[src/rtl/rx_spatial_cb.sv]
// rx_spatial_cb: receive-side spatial channel-bonding merger.
//
// Collects one beat per lane from N_CHANNEL independent lane streams and
// reassembles the original wide AXI-Stream word. Each lane has its own FIFO
// so that skew between lanes is absorbed. A word occupies lanes
// N_CHANNEL-1 down to k. Full words use every lane (k = 0). The final word of
// a frame may stop early, at the lane k that carries tlast.
//
// Ports:
//   clk            clock
//   rst_n          synchronous active-low reset
//   s_axis_tdata   per-lane data, one unpacked entry per lane
//   s_axis_tkeep   per-lane byte keep
//   s_axis_tlast   per-lane last flag
//   s_axis_tvalid  per-lane valid
//   s_axis_tready  per-lane ready (lane FIFO not full, low while in reset)
//   m_axis_tdata   merged data, lane i in bits [(i+1)*DWIDTH_IN-1 -: DWIDTH_IN]
//   m_axis_tkeep   merged keep
//   m_axis_tlast   merged last
//   m_axis_tvalid  merged valid
//   m_axis_tready  downstream ready
//   lane_err       sticky flag: an assembled lane head had tkeep MSB = 0
module rx_spatial_cb #(
    parameter int unsigned DWIDTH_IN       = 240,
    parameter int unsigned DWIDTH_OUT      = 240,
    parameter int unsigned N_CHANNEL       = 1,
    parameter int unsigned LANE_FIFO_DEPTH = 4
) (
    input  logic                    clk,
    input  logic                    rst_n,
    input  logic [DWIDTH_IN-1:0]    s_axis_tdata  [N_CHANNEL],
    input  logic [DWIDTH_IN/8-1:0]  s_axis_tkeep  [N_CHANNEL],
    input  logic [N_CHANNEL-1:0]    s_axis_tlast,
    input  logic [N_CHANNEL-1:0]    s_axis_tvalid,
    output logic [N_CHANNEL-1:0]    s_axis_tready,
    output logic [DWIDTH_OUT-1:0]   m_axis_tdata,
    output logic [DWIDTH_OUT/8-1:0] m_axis_tkeep,
    output logic                    m_axis_tlast,
    output logic                    m_axis_tvalid,
    input  logic                    m_axis_tready,
    output logic                    lane_err
);

    localparam int unsigned KW = DWIDTH_IN / 8;
    localparam int unsigned EW = 1 + KW + DWIDTH_IN;
    localparam int unsigned AW = $clog2(LANE_FIFO_DEPTH);
    localparam int unsigned CW = AW + 1;
    localparam logic [CW-1:0] FullCnt = CW'(LANE_FIFO_DEPTH);

    // Lane FIFO head views and control
    logic [N_CHANNEL-1:0]                head_last;
    logic [N_CHANNEL-1:0][KW-1:0]        head_keep;
    logic [N_CHANNEL-1:0][DWIDTH_IN-1:0] head_data;
    logic [N_CHANNEL-1:0]                lane_empty;
    logic [N_CHANNEL-1:0]                pop_lane;

    // ------------------------------------------------------------------
    // Per-lane FIFOs
    // ------------------------------------------------------------------
    for (genvar g = 0; g < N_CHANNEL; g++) begin : g_lane
        logic [EW-1:0] mem_q [LANE_FIFO_DEPTH];
        logic [AW-1:0] wr_ptr_q, wr_ptr_d;
        logic [AW-1:0] rd_ptr_q, rd_ptr_d;
        logic [CW-1:0] cnt_q, cnt_d;
        logic          push;
        logic          pop;
        logic [EW-1:0] head;

        // Ready depends only on the registered count, so a pop in the same
        // cycle never lets a push into a full FIFO.
        assign s_axis_tready[g] = rst_n & (cnt_q != FullCnt);

        assign push = s_axis_tvalid[g] & s_axis_tready[g];
        assign pop  = pop_lane[g];

        always_comb begin
            wr_ptr_d = wr_ptr_q;
            rd_ptr_d = rd_ptr_q;
            cnt_d    = cnt_q;
            // Depth is a power of two, so pointers wrap naturally.
            if (push) begin
                wr_ptr_d = wr_ptr_q + AW'(1);
            end
            if (pop) begin
                rd_ptr_d = rd_ptr_q + AW'(1);
            end
            if (push && !pop) begin
                cnt_d = cnt_q + CW'(1);
            end else if (!push && pop) begin
                cnt_d = cnt_q - CW'(1);
            end
        end

        always_ff @(posedge clk) begin
            if (!rst_n) begin
                wr_ptr_q <= '0;
                rd_ptr_q <= '0;
                cnt_q    <= '0;
            end else begin
                wr_ptr_q <= wr_ptr_d;
                rd_ptr_q <= rd_ptr_d;
                cnt_q    <= cnt_d;
            end
        end

        // Storage needs no reset: contents are only read when the count says
        // the entry is valid.
        always_ff @(posedge clk) begin
            if (push) begin
                mem_q[wr_ptr_q] <= {s_axis_tlast[g], s_axis_tkeep[g], s_axis_tdata[g]};
            end
        end

        assign head          = mem_q[rd_ptr_q];
        assign head_data[g]  = head[DWIDTH_IN-1:0];
        assign head_keep[g]  = head[DWIDTH_IN +: KW];
        assign head_last[g]  = head[EW-1];
        assign lane_empty[g] = (cnt_q == '0);
    end

    // ------------------------------------------------------------------
    // Word selection
    // ------------------------------------------------------------------
    // Walk down from the top lane over the non-empty run. The run ends either
    // at a head with tlast (that lane is k) or at lane 0 (k = 0). Hitting an
    // empty lane first means the word is not yet complete. Lanes below k are
    // never examined, so they cannot block completion.
    logic [N_CHANNEL-1:0] pop_mask;
    logic                 word_ok;
    logic                 word_last;
    logic                 scan_stop;

    always_comb begin
        pop_mask  = '0;
        word_ok   = 1'b0;
        word_last = 1'b0;
        scan_stop = 1'b0;
        for (int i = N_CHANNEL - 1; i >= 0; i--) begin
            if (!scan_stop) begin
                if (lane_empty[i]) begin
                    scan_stop = 1'b1;
                end else begin
                    pop_mask[i] = 1'b1;
                    if (head_last[i]) begin
                        word_ok   = 1'b1;
                        word_last = 1'b1;
                        scan_stop = 1'b1;
                    end else if (i == 0) begin
                        word_ok = 1'b1;
                    end
                end
            end
        end
    end

    // ------------------------------------------------------------------
    // Assembly
    // ------------------------------------------------------------------
    logic [N_CHANNEL*DWIDTH_IN-1:0] merged_data;
    logic [N_CHANNEL*KW-1:0]        merged_keep;
    logic                           keep_msb_err;

    always_comb begin
        merged_data  = '0;
        merged_keep  = '0;
        keep_msb_err = 1'b0;
        for (int i = 0; i < N_CHANNEL; i++) begin
            if (pop_mask[i]) begin
                merged_data[i*DWIDTH_IN +: DWIDTH_IN] = head_data[i];
                merged_keep[i*KW +: KW]               = head_keep[i];
                if (!head_keep[i][KW-1]) begin
                    keep_msb_err = 1'b1;
                end
            end
        end
    end

    // ------------------------------------------------------------------
    // Output register
    // ------------------------------------------------------------------
    logic                    out_valid_q, out_valid_d;
    logic [DWIDTH_OUT-1:0]   out_data_q, out_data_d;
    logic [DWIDTH_OUT/8-1:0] out_keep_q, out_keep_d;
    logic                    out_last_q, out_last_d;
    logic                    err_q, err_d;
    logic                    load;

    // Loading while the current word leaves keeps one word per cycle.
    assign load     = word_ok & (~out_valid_q | m_axis_tready);
    assign pop_lane = load ? pop_mask : '0;

    always_comb begin
        out_valid_d = out_valid_q;
        out_data_d  = out_data_q;
        out_keep_d  = out_keep_q;
        out_last_d  = out_last_q;
        err_d       = err_q;
        if (out_valid_q && m_axis_tready) begin
            out_valid_d = 1'b0;
        end
        if (load) begin
            out_valid_d = 1'b1;
            out_data_d  = merged_data;
            out_keep_d  = merged_keep;
            out_last_d  = word_last;
            // Malformed keep is flagged, but the word still goes out as-is.
            if (keep_msb_err) begin
                err_d = 1'b1;
            end
        end
    end

    always_ff @(posedge clk) begin
        if (!rst_n) begin
            out_valid_q <= 1'b0;
            out_data_q  <= '0;
            out_keep_q  <= '0;
            out_last_q  <= 1'b0;
            err_q       <= 1'b0;
        end else begin
            out_valid_q <= out_valid_d;
            out_data_q  <= out_data_d;
            out_keep_q  <= out_keep_d;
            out_last_q  <= out_last_d;
            err_q       <= err_d;
        end
    end

    assign m_axis_tvalid = out_valid_q;
    assign m_axis_tdata  = out_data_q;
    assign m_axis_tkeep  = out_keep_q;
    assign m_axis_tlast  = out_last_q;
    assign lane_err      = err_q;

endmodule

[config.mk]
export PLATFORM = sky130hd
export DESIGN_NAME = rx_spatial_cb
export DESIGN_NICKNAME = d
export VERILOG_FILES = /design/src/rtl/rx_spatial_cb.sv
export SDC_FILE = /design/constraint.sdc
export NUM_CORES = 1
export LEC_CHECK = 0
export CAP_MARGIN = 10
export CORE_UTILIZATION = 60
export CTS_CLUSTER_SIZE = 24
export DETAILED_ROUTE_END_ITERATION = 12
export PLACE_DENSITY_LB_ADDON = 0.15
export SLEW_MARGIN = 20
export SYNTH_ARGS = -nofsm -noshare
export SYNTH_HDL_FRONTEND = slang
export SYNTH_SLANG_ARGS = --single-unit
[constraint.sdc]
create_clock -name clk -period 21.3 [get_ports clk]
set_clock_uncertainty 0.1 [all_clocks]
set_input_delay 4.26 -clock clk [delete_from_list [all_inputs] [get_ports clk]]
set_output_delay 4.26 -clock clk [all_outputs]
set_load 0.01 [all_outputs]
==> impl_metrics.sql <==
INSERT INTO impl_metrics (metric_group, metric, value, unit) VALUES
('grt', 'largest_net_degree_at_the_start_of_global_routing', '169', ''),
('die', 'core_region_area', '78700', 'um2'),
('timing', 'layout_min_cycle_time', '10.14', 'ns'),
('power', 'p_leak', '19.1', 'nW'),
('synth', 'dominantRegCellSynth', 'sky130_fd_sc_hd__edfxtp_1', ''),
('grt', 'global_route.overflow_total', '0', ''),
('critical_path', 'cp-start-kind', 'input port', ''),
('die', 'die_h', '284', 'um'),
('timing', 'finalHoldViolCount', '0', ''),
('placed_design', 'gp_congestion', '0.811', ''),
('synth', 'async_flop_share', '0', ''),
('power', 'report.power.total', '7.78', 'mW'),
('final_layout', 'finalInstanceArea', '58600', 'um2'),
('routing', 'route.detailed.vias_per_inst', '6.00', ''),
('synth', 'synth_fp_nets', '2359', ''),
('clock_network', 'tritoncts_num_sinks', '1366', ''),
('critical_path', 'cp.required', '16.94', 'ns'),
('clock_network', 'resized_after_cts', '0', ''),
('clock_network', 'clk_root_buffer_cell', 'sky130_fd_sc_hd__clkbuf_16', ''),
('routing', 'via_count', '23100', ''),
('synth', 'synth-seq-area-share', '0.801', ''),
('grt', 'global_route.usage.total', '0.256', ''),
('grt', 'grt_first_pass_wirelength', '152000', 'um'),
('synth', 'synth_top_area_cell', 'sky130_fd_sc_hd__edfxtp_1', ''),
('critical_path', 'critPathCaptureType', 'output port', ''),
('synth', 'yosys-top-cells-area', 'sky130_fd_sc_hd__edfxtp_1 (68%), sky130_fd_sc_hd__mux4_2 (13%), sky130_fd_sc_hd__dfxtp_1 (12%), sky130_fd_sc_hd__a22o_1 (5.0%), sky130_fd_sc_hd__clkbuf_1 (0.39%)', ''),
('clock_network', 'cts_post_setup_buffers_inserted', '0', ''),
('die', 'core.rowCount', '103', ''),
('routing', 'met2_wirelength', '51900', 'um'),
('routing', 'wl_met1', '38200', 'um'),
('final_layout', 'mostFrequentLayoutCell', 'sky130_fd_sc_hd__edfxtp_1', ''),
('routing', 'route.met3.wl', '8680', 'um'),
('timing', 'final_worst_hold_slack', '0.373', 'ns'),
('routing', 'postRouteWirelength', '102000', 'um'),
('final_layout', 'layout-drive-gt1-share', '0.179', ''),
('synth', 'mappedNetlistArea', '47700', 'um2'),
('run_status', 'outcome', 'complete, no violations', ''),
('clock_network', 'cts_hold_buffers', '0', ''),
('die', 'ioPinCount', '549', ''),
('die', 'effective_utilization_at_floorplan', '0.605', ''),
('grt', 'grt_pass1_vias', '24200', ''),
('power', 'cellPowerDensity', '133', 'nW/um2'),
('grt', 'antenna_found_initial', '36', ''),
('synth', 'synthesis.area_per_instance', '22.9', 'um2'),
('routing', 'detailedRoute.firstIterationViolations', '1638', ''),
('placed_design', 'placed_cell_area', '54100', 'um2'),
('placed_design', 'io_buffer_count', '548', ''),
('routing', 'post_route_ant_nets', '0', ''),
('timing', 'layout_worst_path_cycle_share', '0.476', ''),
('timing', 'grt_setup_unrepaired', 'no', ''),
('routing', 'route.top_layer_used', 'met5', ''),
('synth', 'cells_after_synthesis', '2078', ''),
('synth', 'post-synth-top-area-fraction', '0.683', ''),
('routing', 'drc_errors', '0', ''),
('die', 'fp.dieArea', '80600', 'um2'),
('synth', 'synth-seq-cells', '1366', ''),
('synth', 'yosys_warnings', '0', ''),
('min_path', 'hold_class', 'reg -> reg', ''),
('clock_network', 'source_to_sink_clock_delay_at_the_later_pin_of_the_worst_skew_pair', '0.74', 'ns'),
('final_layout', 'layout_common_cells', 'sky130_fd_sc_hd__edfxtp_1 (1084), sky130_fd_sc_hd__clkdlybuf4s50_1 (548), sky130_fd_sc_hd__dfxtp_1 (280)', ''),
('timing', 'timing_worst_slew_pin_value', '1.20', 'ns'),
('power', 'ir_worst_vdd', '110', 'uV'),
('synth', 'edff_count_synth', '1084', ''),
('clock_network', 'htree_levels', '4', ''),
('final_layout', 'area_growth_syn_to_layout', '22.8', '%'),
('flow_run', 'cap_viol_max_count', '0', ''),
('clock_network', 'cts.clk_slew.worst_paths', '0.06', 'ns'),
('die', 'chipWidth', '284', 'um'),
('timing', 'final_slew_violations', '0', ''),
('routing', 'drt_pre_antenna_iters', '5', ''),
('timing', 'max-slew-margin-rel', '0.201', '');
## registers in the layout, summed over array words and instances (netlist names), named ones only
| signal | cells |
|---|---|
| g_lane.cnt_q | 3 |
| g_lane.mem_q | 1084 |
| g_lane.rd_ptr_q | 2 |
| g_lane.wr_ptr_q | 2 |
| lane_err | 1 |
| m_axis_tdata | 240 |
| m_axis_tkeep | 30 |
| m_axis_tlast | 1 |
| m_axis_tvalid | 1 |
## logic make-up after synthesis
| kind of cell | share of synthesized area |
|---|---|
| DFF | 0.801 |
| AOI/OAI and AO/OA | 0.0509 |
| muxes | 0.129 |
| buffers and inverters | 0.0146 |
| and+or+nand+nor | 0.00226 |
| adders and majority gates | 0.00173 |
| xor gates and xnor gates | 0.000367 |
## worst max-delay path, cell delays in order
cell                              delay [ns]
sky130_fd_sc_hd__clkdlybuf4s50_1        0.56
sky130_fd_sc_hd__inv_1                  0.22
sky130_fd_sc_hd__a21oi_1                0.18
sky130_fd_sc_hd__clkdlybuf4s50_1        0.56
## report_power, final
group | switching [mW] | total [mW] | internal [mW]
registers | 0.226 | 3.51 | 3.28
clock network | 0.995 | 2.33 | 1.33
logic | 0.901 | 1.95 | 1.05
## metrics by stage
stage	utilization	setup WS, ns	cells
finish	0.744	11.16	3853
floorplan	-	9.36	2078
CTS	0.743	11.16	3836
detailed placement	0.687	11.16	3586
global placement	0.687	11.16	3586
global route	0.744	11.03	3848
## cells in the mapped netlist, types with 3 or more instances
library cell	count
sky130_fd_sc_hd__buf_4	22
sky130_fd_sc_hd__nand2_1	5
sky130_fd_sc_hd__buf_2	33
sky130_fd_sc_hd__buf_1	3
sky130_fd_sc_hd__and2_1	4
sky130_fd_sc_hd__ha_1	5
sky130_fd_sc_hd__buf_6	13
sky130_fd_sc_hd__mux4_2	271
sky130_fd_sc_hd__dfxtp_1	282
sky130_fd_sc_hd__inv_1	6
sky130_fd_sc_hd__clkbuf_1	50
sky130_fd_sc_hd__edfxtp_1	1084
sky130_fd_sc_hd__a22o_1	271
sky130_fd_sc_hd__nor2_1	3
sky130_fd_sc_hd__or3_1	3
sky130_fd_sc_hd__a21oi_1	6
sky130_fd_sc_hd__mux2i_1	4
## layer usage
| layer | vias to the layer above | track usage |
|---|---|---|
| met5 | - | 0 |
| met4 | 38 | 0.110 |
| met3 | 211 | 0.0856 |
| met2 | 808 | 0.412 |
| met1 | 12100 | 0.321 |
| li1 | 9987 | - |
## path summary, 6_finish.rpt
check / slack, ns / startpoint / end / depth (start not counted)
worst min-delay path: 0.37 / lane_err / lane_err / 2
worst min register to register: 0.37 / lane_err / lane_err / 2
worst max-delay path: 11.16 / rst_n / s_axis_tready / 4
worst max register to register: 16.77 / g_lane[0].cnt_q[0] / g_lane[0].mem_q[0][43] / 5
## cell type report
class / instances / area, um2
diodes: 17 / 42.5
repair buffers: 579 / 5750
clock inverters: 51 / 663
well taps: 1050 / 1310
inverters: 6 / 22.5
fillers: 4318 / 20200
clock buffers: 199 / 3760
flip-flops and latches: 1366 / 38200
multi-input cells: 585 / 8810
Note: power is estimated with default switching activity, not from simulation.
